## src/rtl/uart_rx_fifo_if.sv

```systemverilog
// uart_rx_fifo_if: handshake and status bundle between the
// UART receiver FSM, the receive FIFO and the host.
interface uart_rx_fifo_if #(
    parameter int DATA_WIDTH = 8,
    parameter int DEPTH      = 4,
    parameter int CNT_WIDTH  = 8
);
    localparam int LW = $clog2(DEPTH) + 1;

    logic [DATA_WIDTH-1:0] in_data;
    logic                  in_perror;
    logic                  in_ferror;
    logic                  in_valid;
    logic [DATA_WIDTH-1:0] out_data;
    logic                  out_perror;
    logic                  out_ferror;
    logic                  out_valid;
    logic                  out_ready;
    logic [LW-1:0]         level;
    logic                  overflow;
    logic                  clr_status;
    logic [CNT_WIDTH-1:0]  err_count;

    modport master (
        output in_data, in_perror, in_ferror, in_valid,
        output out_ready, clr_status,
        input  out_data, out_perror, out_ferror, out_valid,
        input  level, overflow, err_count
    );

    modport slave (
        input  in_data, in_perror, in_ferror, in_valid,
        input  out_ready, clr_status,
        output out_data, out_perror, out_ferror, out_valid,
        output level, overflow, err_count
    );
endinterface

```

## src/rtl/uart_rx_fifo.sv

```systemverilog
// uart_rx_fifo: DEPTH-entry first-word fall-through receive buffer
// with error flags, sticky overflow and saturating error counter.
module uart_rx_fifo #(
    parameter int DATA_WIDTH = 8,
    parameter int DEPTH      = 4,
    parameter int DROP_ERR   = 0,
    parameter int CNT_WIDTH  = 8
) (
    input  logic               clk,
    input  logic               reset,
    uart_rx_fifo_if.slave      bus
);
    localparam int AW = $clog2(DEPTH);
    localparam int LW = AW + 1;
    localparam int EW = DATA_WIDTH + 2;
    localparam logic [LW-1:0] FULL_LVL = LW'(DEPTH);
    localparam logic [CNT_WIDTH-1:0] CNT_MAX = '1;
    localparam logic DROP = (DROP_ERR != 0);

    logic [EW-1:0]        mem_q [DEPTH];
    logic [AW-1:0]        wr_ptr_q, wr_ptr_d;
    logic [AW-1:0]        rd_ptr_q, rd_ptr_d;
    logic [LW-1:0]        level_q, level_d;
    logic                 ovf_q, ovf_d;
    logic [CNT_WIDTH-1:0] cnt_q, cnt_d;

    logic          bad;
    logic          err;
    logic          push;
    logic          pop;
    logic          full;
    logic          wr_en;
    logic          lost;
    logic          valid;
    logic [EW-1:0] head;

    assign bad   = bus.in_perror | bus.in_ferror;
    assign err   = bus.in_valid & bad;
    assign push  = bus.in_valid & ~(DROP & bad);
    assign valid = (level_q != '0);
    assign pop   = valid & bus.out_ready;
    assign full  = (level_q == FULL_LVL);
    assign wr_en = push & (~full | pop);
    assign lost  = push & full & ~pop;
    assign head  = valid ? mem_q[rd_ptr_q] : '0;

    assign bus.out_data   = head[DATA_WIDTH-1:0];
    assign bus.out_ferror = head[DATA_WIDTH];
    assign bus.out_perror = head[DATA_WIDTH+1];
    assign bus.out_valid  = valid;
    assign bus.level      = level_q;
    assign bus.overflow   = ovf_q;
    assign bus.err_count  = cnt_q;

    // Next-state for pointers, fill level and status.
    always_comb begin
        wr_ptr_d = wr_ptr_q;
        rd_ptr_d = rd_ptr_q;
        level_d  = level_q;
        if (wr_en) wr_ptr_d = wr_ptr_q + AW'(1);
        if (pop)   rd_ptr_d = rd_ptr_q + AW'(1);
        unique case ({wr_en, pop})
            2'b10:   level_d = level_q + LW'(1);
            2'b01:   level_d = level_q - LW'(1);
            default: level_d = level_q;
        endcase
        ovf_d = lost | (ovf_q & ~bus.clr_status);
        cnt_d = bus.clr_status ? '0 : cnt_q;
        if (err && cnt_d != CNT_MAX) cnt_d = cnt_d + CNT_WIDTH'(1);
    end

    // Storage write; contents are intentionally not reset.
    always_ff @(posedge clk) begin
        if (wr_en) begin
            mem_q[wr_ptr_q] <= {bus.in_perror, bus.in_ferror,
                                bus.in_data};
        end
    end

    // State registers with asynchronous active-low reset.
    always_ff @(posedge clk or negedge reset) begin
        if (!reset) begin
            wr_ptr_q <= '0;
            rd_ptr_q <= '0;
            level_q  <= '0;
            ovf_q    <= 1'b0;
            cnt_q    <= '0;
        end else begin
            wr_ptr_q <= wr_ptr_d;
            rd_ptr_q <= rd_ptr_d;
            level_q  <= level_d;
            ovf_q    <= ovf_d;
            cnt_q    <= cnt_d;
        end
    end
endmodule

```

## src/flat_wrapper.sv

```systemverilog
// flat-port wrapper written by rule: the top's interface ports become plain ports
module uart_rx_fifo_flat 
#(
    parameter int DATA_WIDTH = 8,
    parameter int DEPTH      = 4,
    parameter int DROP_ERR   = 0,
    parameter int CNT_WIDTH  = 8
)
  (clk, reset, bus_in_data, bus_in_perror, bus_in_ferror, bus_in_valid, bus_out_ready, bus_clr_status, bus_out_data, bus_out_perror, bus_out_ferror, bus_out_valid, bus_level, bus_overflow, bus_err_count);
  uart_rx_fifo_if #(.DATA_WIDTH(DATA_WIDTH), .DEPTH(DEPTH), .CNT_WIDTH(CNT_WIDTH)) bus_i ();
  input  logic clk;
  input  logic reset;
  input wire logic [$bits(bus_i.in_data)-1:0] bus_in_data;
  input wire logic [$bits(bus_i.in_perror)-1:0] bus_in_perror;
  input wire logic [$bits(bus_i.in_ferror)-1:0] bus_in_ferror;
  input wire logic [$bits(bus_i.in_valid)-1:0] bus_in_valid;
  input wire logic [$bits(bus_i.out_ready)-1:0] bus_out_ready;
  input wire logic [$bits(bus_i.clr_status)-1:0] bus_clr_status;
  output wire logic [$bits(bus_i.out_data)-1:0] bus_out_data;
  output wire logic [$bits(bus_i.out_perror)-1:0] bus_out_perror;
  output wire logic [$bits(bus_i.out_ferror)-1:0] bus_out_ferror;
  output wire logic [$bits(bus_i.out_valid)-1:0] bus_out_valid;
  output wire logic [$bits(bus_i.level)-1:0] bus_level;
  output wire logic [$bits(bus_i.overflow)-1:0] bus_overflow;
  output wire logic [$bits(bus_i.err_count)-1:0] bus_err_count;
  assign bus_i.in_data = bus_in_data;
  assign bus_i.in_perror = bus_in_perror;
  assign bus_i.in_ferror = bus_in_ferror;
  assign bus_i.in_valid = bus_in_valid;
  assign bus_i.out_ready = bus_out_ready;
  assign bus_i.clr_status = bus_clr_status;
  assign bus_out_data = bus_i.out_data;
  assign bus_out_perror = bus_i.out_perror;
  assign bus_out_ferror = bus_i.out_ferror;
  assign bus_out_valid = bus_i.out_valid;
  assign bus_level = bus_i.level;
  assign bus_overflow = bus_i.overflow;
  assign bus_err_count = bus_i.err_count;
  uart_rx_fifo #(.DATA_WIDTH(DATA_WIDTH), .DEPTH(DEPTH), .DROP_ERR(DROP_ERR), .CNT_WIDTH(CNT_WIDTH)) u_core (.clk(clk), .reset(reset), .bus(bus_i));
endmodule
```

## config.mk

```make
export PLATFORM = sky130hd
export DESIGN_NAME = uart_rx_fifo_flat
export DESIGN_NICKNAME = d
export VERILOG_FILES = /design/src/rtl/uart_rx_fifo_if.sv /design/src/rtl/uart_rx_fifo.sv /design/src/flat_wrapper.sv
export SDC_FILE = /design/constraint.sdc
export NUM_CORES = 1
export LEC_CHECK = 0
export CAP_MARGIN = 20
export CORE_MARGIN = 8
export CORE_UTILIZATION = 50
export CTS_BUF_LIST = sky130_fd_sc_hd__clkbuf_2 sky130_fd_sc_hd__clkbuf_4 sky130_fd_sc_hd__clkbuf_8
export DETAILED_ROUTE_END_ITERATION = 7
export GPL_TIMING_DRIVEN = 0
export PLACE_DENSITY_LB_ADDON = 0.2
export SLEW_MARGIN = 20
export SYNTH_ARGS = -nofsm -noshare
export SYNTH_HDL_FRONTEND = slang
export SYNTH_SLANG_ARGS = --single-unit
export TNS_END_PERCENT = 10
```

## constraint.sdc

```tcl
create_clock -name clk -period 2.5 [get_ports clk]
set_clock_uncertainty 0.2 [all_clocks]
set_input_delay 0.375 -clock clk [delete_from_list [all_inputs] [get_ports clk]]
set_output_delay 0.375 -clock clk [all_outputs]
set_load 0.005 [all_outputs]
```

==> metrics, run 1 <==
Die H=86.5 um; Synth Instances=162; post-synthesis instance area=2480 um^2; vias=1,481; Final Non-Filler Cells=279; Final Hold Violating Endpoints=0; initial antenna violation count=0; Buf/Inv on CP=2; status=finished, final reports clean; Final Setup Violations=0; EDFF count, synth=40; Critical-path top delay cell=clkdlybuf4s50_1; CP top delay family=buffers and inverters; Critical Path Source Type=register; final net count=232; placed cells=between 200 and 300; Period minus WS final=2.40 ns; dpl hpwl=3480 um; Lkg Pwr=1.18 nW; share of the yosys chip area belonging to registers=64.5%; setup TNS=0 ns; crit-path cells=or3_4 -> clkbuf_4 -> clkdlybuf4s50_1; IO Port Bufs=36; clk_lat worst skew=0.30 ns; CTS Buf Count=5; largest net degree at the start of global routing=17; Initial Util=52.2%; die area=7480 um^2; io pins=38; area of the multi-input gates=~830 um^2; overall power=3.01 mW; worst min path class=input pin to register; CTS tree=built; Max Buffers Root-to-Sink=2; clock slew at reported path FFs=0.10 ns; Final Slew Violations=0; via density per instance=5.31; initial DRC count=roughly 110; commonest register cell after synthesis=edfxtp_1; WL/cell=approximately 18 um; layout cell share with drive strength beyond 1=19.3%; CTS HTree Levels=2; gr usage total=between 10 and 15%; Post-synth top cells=edfxtp_1, dfrtp_1, and2_1; total core area=approximately 4800 um^2; Slew HR=around half; Setup crit end kind=output pin; Synth area leader=edfxtp_1; Crit Path Max Fanout=10; Synth Warn #=0; CTS sink cnt=56; Max Fclk=417 MHz; drc violations=0; pwr/cell area=around 970 nW/um^2; global route overflow=0; global-route wire length before repair=~8000 um; Final Cycle Share=96.0%; gpl congestion=0.721; CP peak stage delay=0.46 ns; Post-Route WL=4990 um; WS Path Type=register to output pin; count of max-cap constraint violations=0; post-synthesis register bit count=56; area grow syn2layout=24.7%; register area=1610 um^2; row count=25; post-synth cell types=39; post-synth top area share=~48%; DRT Pass-1 Iters=4; async set-reset flop share out of synthesis=28.6%; ANT nets after route=0; Least-Margin Pin Slew=0.738 ns; unrepaired setup endpoints after global routing=no; CTS root buf=clkbuf_8; top cells by area, synth=edfxtp_1, dfrtp_1, mux4_2; vias in the first global route=between 1,500 and 2,000; syn avg cell area=15.3 um^2; CP arrival=1.83 ns; diode count=0; syn_nets=183; worst path required time=1.92 ns; Fillers=358; most frequent cell after synthesis=edfxtp_1; DIE WIDTH=86.5 um; Final Core Density=between 60 and 70%; Max IR drop VDD=502 uV
==> layout by cell type (no fill, tap or decap), types with 3 or more instances in the layout <==
cell type        instances
xnor2_1                  6
clkbuf_8                 6
buf_4                    6
mux4_2                  10
dfrtp_2                  3
o21ai_0                  7
dlygate4sd2_1           10
inv_1                    7
a21oi_1                  3
and2_1                  14
nand4_1                  3
and2b_1                  3
xor2_1                   3
ha_1                     5
clkdlybuf4s50_1         26
nor2_1                   6
nand2_1                  4
edfxtp_1                40
dfrtp_1                 13
==> registers in the layout (all words and copies together), names as in the netlist <==
name and flops:
u_core.mem_q 40, u_core.bus.level 3, u_core.rd_ptr_q 2, u_core.bus.overflow 1, u_core.bus.err_count 8, u_core.wr_ptr_q 2
==> power breakdown <==
group / switching (mW) / internal (mW)
clock network: 0.273 / 0.222
registers: 0.0900 / 1.21
logic: 0.528 / 0.689
total: 0.891 / 2.12
==> cells by family after synthesis <==
group | synth area share (%)
flip-flops | 64.5
AND/OR/NAND/NOR | 10.9
AO/OA/AOI/OAI | 5.24
buffers and inverters | 2.57
multiplexers | 10.3
XOR/XNOR | 3.17
adder cells (fa/ha/maj) | 3.32
==> layout make-up <==
| type | instances | area share (%) |
|---|---|---|
| Buffer | 6 | 1.74 |
| Clock buffer | 6 | 2.67 |
| Clock inverter | 2 | 0.323 |
| Inverter | 7 | 0.848 |
| Multi-Input combinational cell | 92 | 26.8 |
| Sequential cell | 56 | 51.8 |
| Tap cell | 67 | 2.71 |
| Timing Repair Buffer | 43 | 13.1 |
==> worst min-delay path, cell delays in order <==
cell and delay (ns):
buf_2 0.15, nand2_1 0.09, o22ai_1 0.07
==> layer usage <==
metal	GRT usage, %	wire length [um]	up-vias
li1	-	-	699
met1	17.0	2080	749
met2	24.0	2660	28
met3	3.69	205	5
met4	4.69	47	0
met5	0	0	-
==> path summary, 6_finish.rpt <==
path | slack [ns] | start | to | depth (start not counted)
worst min register to register | 0.35 | u_core.bus.overflow | u_core.bus.overflow | 2
min in group asynchronous | 0.30 | reset | u_core.bus.level[2] | 1
worst max-delay path | 0.1 | u_core.bus.level[2] | bus_out_valid | 3
worst max register to register | 0.16 | u_core.bus.level[0] | u_core.bus.level[2] | 8
worst min-delay path | 0.22 | bus_in_valid | u_core.bus.overflow | 3
max in group asynchronous | 1.28 | reset | u_core.bus.level[1] | 1
==> per-stage QoR <==
| step | setup WS, ns | hold slack, ns | instance area, um^2 |
|---|---|---|---|
| final | 0.0993 | 0.216 | 3100 |
| after global routing | 0.00168 | 0.233 | 3100 |
| after CTS | 0.0885 | 0.212 | 3070 |
| after detailed placement | -0.442 | 0.350 | 2930 |
| after global placement | -0.218 | 0.322 | 2930 |
| after floorplan | 0.117 | -0.121 | 2480 |
==> what timing repair did <==
action,CTS,global route
setup buffers,4,3
gates cloned,0,0
hold endpoints to repair,0,0
resized for setup,22,2
hold buffers,0,0
setup endpoints to repair,11,1
Note: power is estimated with default switching activity, not from simulation.
==> run 2: changes to the inputs <==
--- a/config.mk
+++ b/config.mk
@@ -5,7 +5,7 @@
 export SDC_FILE = /design/constraint.sdc
 export NUM_CORES = 1
 export LEC_CHECK = 0
-export CAP_MARGIN = 20
+export CAP_MARGIN = 30
 export CORE_MARGIN = 8
 export CORE_UTILIZATION = 50
 export CTS_BUF_LIST = sky130_fd_sc_hd__clkbuf_2 sky130_fd_sc_hd__clkbuf_4 sky130_fd_sc_hd__clkbuf_8
@@ -16,4 +16,4 @@
 export SYNTH_ARGS = -nofsm -noshare
 export SYNTH_HDL_FRONTEND = slang
 export SYNTH_SLANG_ARGS = --single-unit
-export TNS_END_PERCENT = 10
+export TNS_END_PERCENT = 50
==> metrics, run 2 (same netlist as run 1, synthesis figures left out) <==
io pins=38 (unchanged); hold_buf cts=0 (unchanged); Slew HR=50.6% (unchanged); unrepaired setup endpoints after global routing=no; CTS Buf Count=5 (unchanged); Fin Hold WS=0.216 ns (unchanged); worst path required time=1.92 ns (about the same); global route overflow=0 (unchanged); pwr/cell area=972 nW/um^2 (unchanged); overall power=3.01 mW (unchanged); ANT nets after route=0 (unchanged); most frequent cells in the layout=edfxtp_1, clkdlybuf4s50_1, and2_1, dfrtp_1; final net count=232 (unchanged); count of max-cap constraint violations=0 (unchanged); WS Path Type=register to output pin; initial DRC count=105 (unchanged); Post-Route WL=4990 um (unchanged); status=finished, final reports clean; gr usage total=14.1% (unchanged); DIE WIDTH=86.5 um (unchanged); die area=7480 um^2 (unchanged); dpl hpwl=3480 um (unchanged); Max Fclk=417 MHz (unchanged); initial antenna violation count=0 (unchanged); layout cell share with drive strength beyond 1=19.3% (unchanged); worst min path class=input pin to register; most flop-heavy register=u_core.mem_q; Die H=86.5 um (unchanged); Lkg Pwr=1.18 nW (unchanged); global-route wire length before repair=8040 um (unchanged); Final Setup Violations=0 (unchanged); total core area=4750 um^2 (unchanged); vias=1,481 (unchanged); via density per instance=5.31 (unchanged); clock slew at reported path FFs=0.10 ns (about the same); Period minus WS final=2.40 ns (unchanged); Final Non-Filler Cells=279 (unchanged); number of flip-flops in the largest register=40 (unchanged); CP arrival=1.83 ns (about the same); CTS tree=built; Max Buffers Root-to-Sink=2 (unchanged); CTS HTree Levels=2 (unchanged); R2R Setup Slk=0.16 ns (about the same); Max IR drop VDD=502 uV (unchanged); Final Slew Violations=0 (unchanged); area of the multi-input gates=831 um^2 (unchanged); most common cell after layout, fill and taps aside=edfxtp_1; gpl congestion=0.721 (unchanged); clk_lat worst skew=0.30 ns (about the same); Crit Path Max Fanout=10 (unchanged); Setup crit end kind=output pin; Final Hold Violating Endpoints=0 (unchanged); CTS sink cnt=56 (unchanged); DRT Pass-1 Iters=4 (unchanged); fin area=3100 um^2 (unchanged); CTS root buf=clkbuf_8; Initial Util=52.2% (unchanged); Fillers=358 (unchanged); Critical Path Source Type=register; register area=1610 um^2 (unchanged); area post-placement=2930 um^2 (unchanged); drc violations=0 (unchanged); row count=25 (unchanged); WL/cell=17.9 um (unchanged); vias in the first global route=1,576 (unchanged); diode count=0 (unchanged); largest net degree at the start of global routing=17 (unchanged); placed cells=265 (unchanged); IO Port Bufs=36 (unchanged); Least-Margin Pin Slew=0.738 ns (unchanged); Final Cycle Share=96.0% (unchanged); area grow syn2layout=24.7% (unchanged)
-- run 2: cell counts in the layout (fill, tap and decap cells not counted) --
Identical to the previous run, type by type.
-- run 2: final timing paths --
kind	cells past startpoint	endpoint	from
worst max-delay path	3	bus_out_valid	u_core.bus.level[2]
worst min-delay path	3	u_core.bus.overflow	bus_in_valid
worst max register to register	8	u_core.bus.level[2]	u_core.bus.level[0]
worst min register to register	2	u_core.bus.overflow	u_core.bus.overflow
max in group asynchronous	1	u_core.bus.level[1]	reset
min in group asynchronous	1	u_core.bus.level[2]	reset
-- run 2: area by class of cell --
type | instances | area share, %
Multi-Input combinational cell | 92 | 26.8
Buffer | 6 | 1.74
Clock inverter | 2 | 0.323
Tap cell | 67 | 2.71
Inverter | 7 | 0.848
Clock buffer | 6 | 2.67
Timing Repair Buffer | 43 | 13.1
Sequential cell | 56 | 51.8
-- run 2: repair_timing --
item	CTS	global route
hold endpoints to repair	0	0
endpoints found under the setup margin	11	1
gates resized for setup	22	2
buffers inserted	4	3
-- run 2: metal layers --
layer  routed length [um]  track usage, %  share of wire (%)
met5                    0               0                  0
met2                 2660            24.0                 53
met3                  205            3.69                4.1
met1                 2080            17.0                 42
met4                   47            4.69               0.94
-- run 2: worst max-delay path, cell delays in order (launching register included) --
cell             delay [ns]
dfrtp_2                0.43
or3_4                  0.42
clkbuf_4               0.21
clkdlybuf4s50_1        0.46
-- run 2: power breakdown --
group          switching (mW)  leakage [nW]  total (mW)  internal (mW)
sequential             0.0900         0.569        1.30           1.21
clock                   0.273        0.0510       0.495          0.222
combinational           0.528         0.562        1.22          0.689
total                   0.891          1.18        3.01           2.12
-- run 2: through the flow --
stage               utilization [%]  setup slack, ns  TNS, ns
global route                   65.1          0.00168        0
CTS                            64.5           0.0885        0
detailed placement             61.6           -0.442    -1.19
finish                         65.1           0.0993        0
floorplan                         -            0.117        0
global placement               61.6           -0.218   -0.399
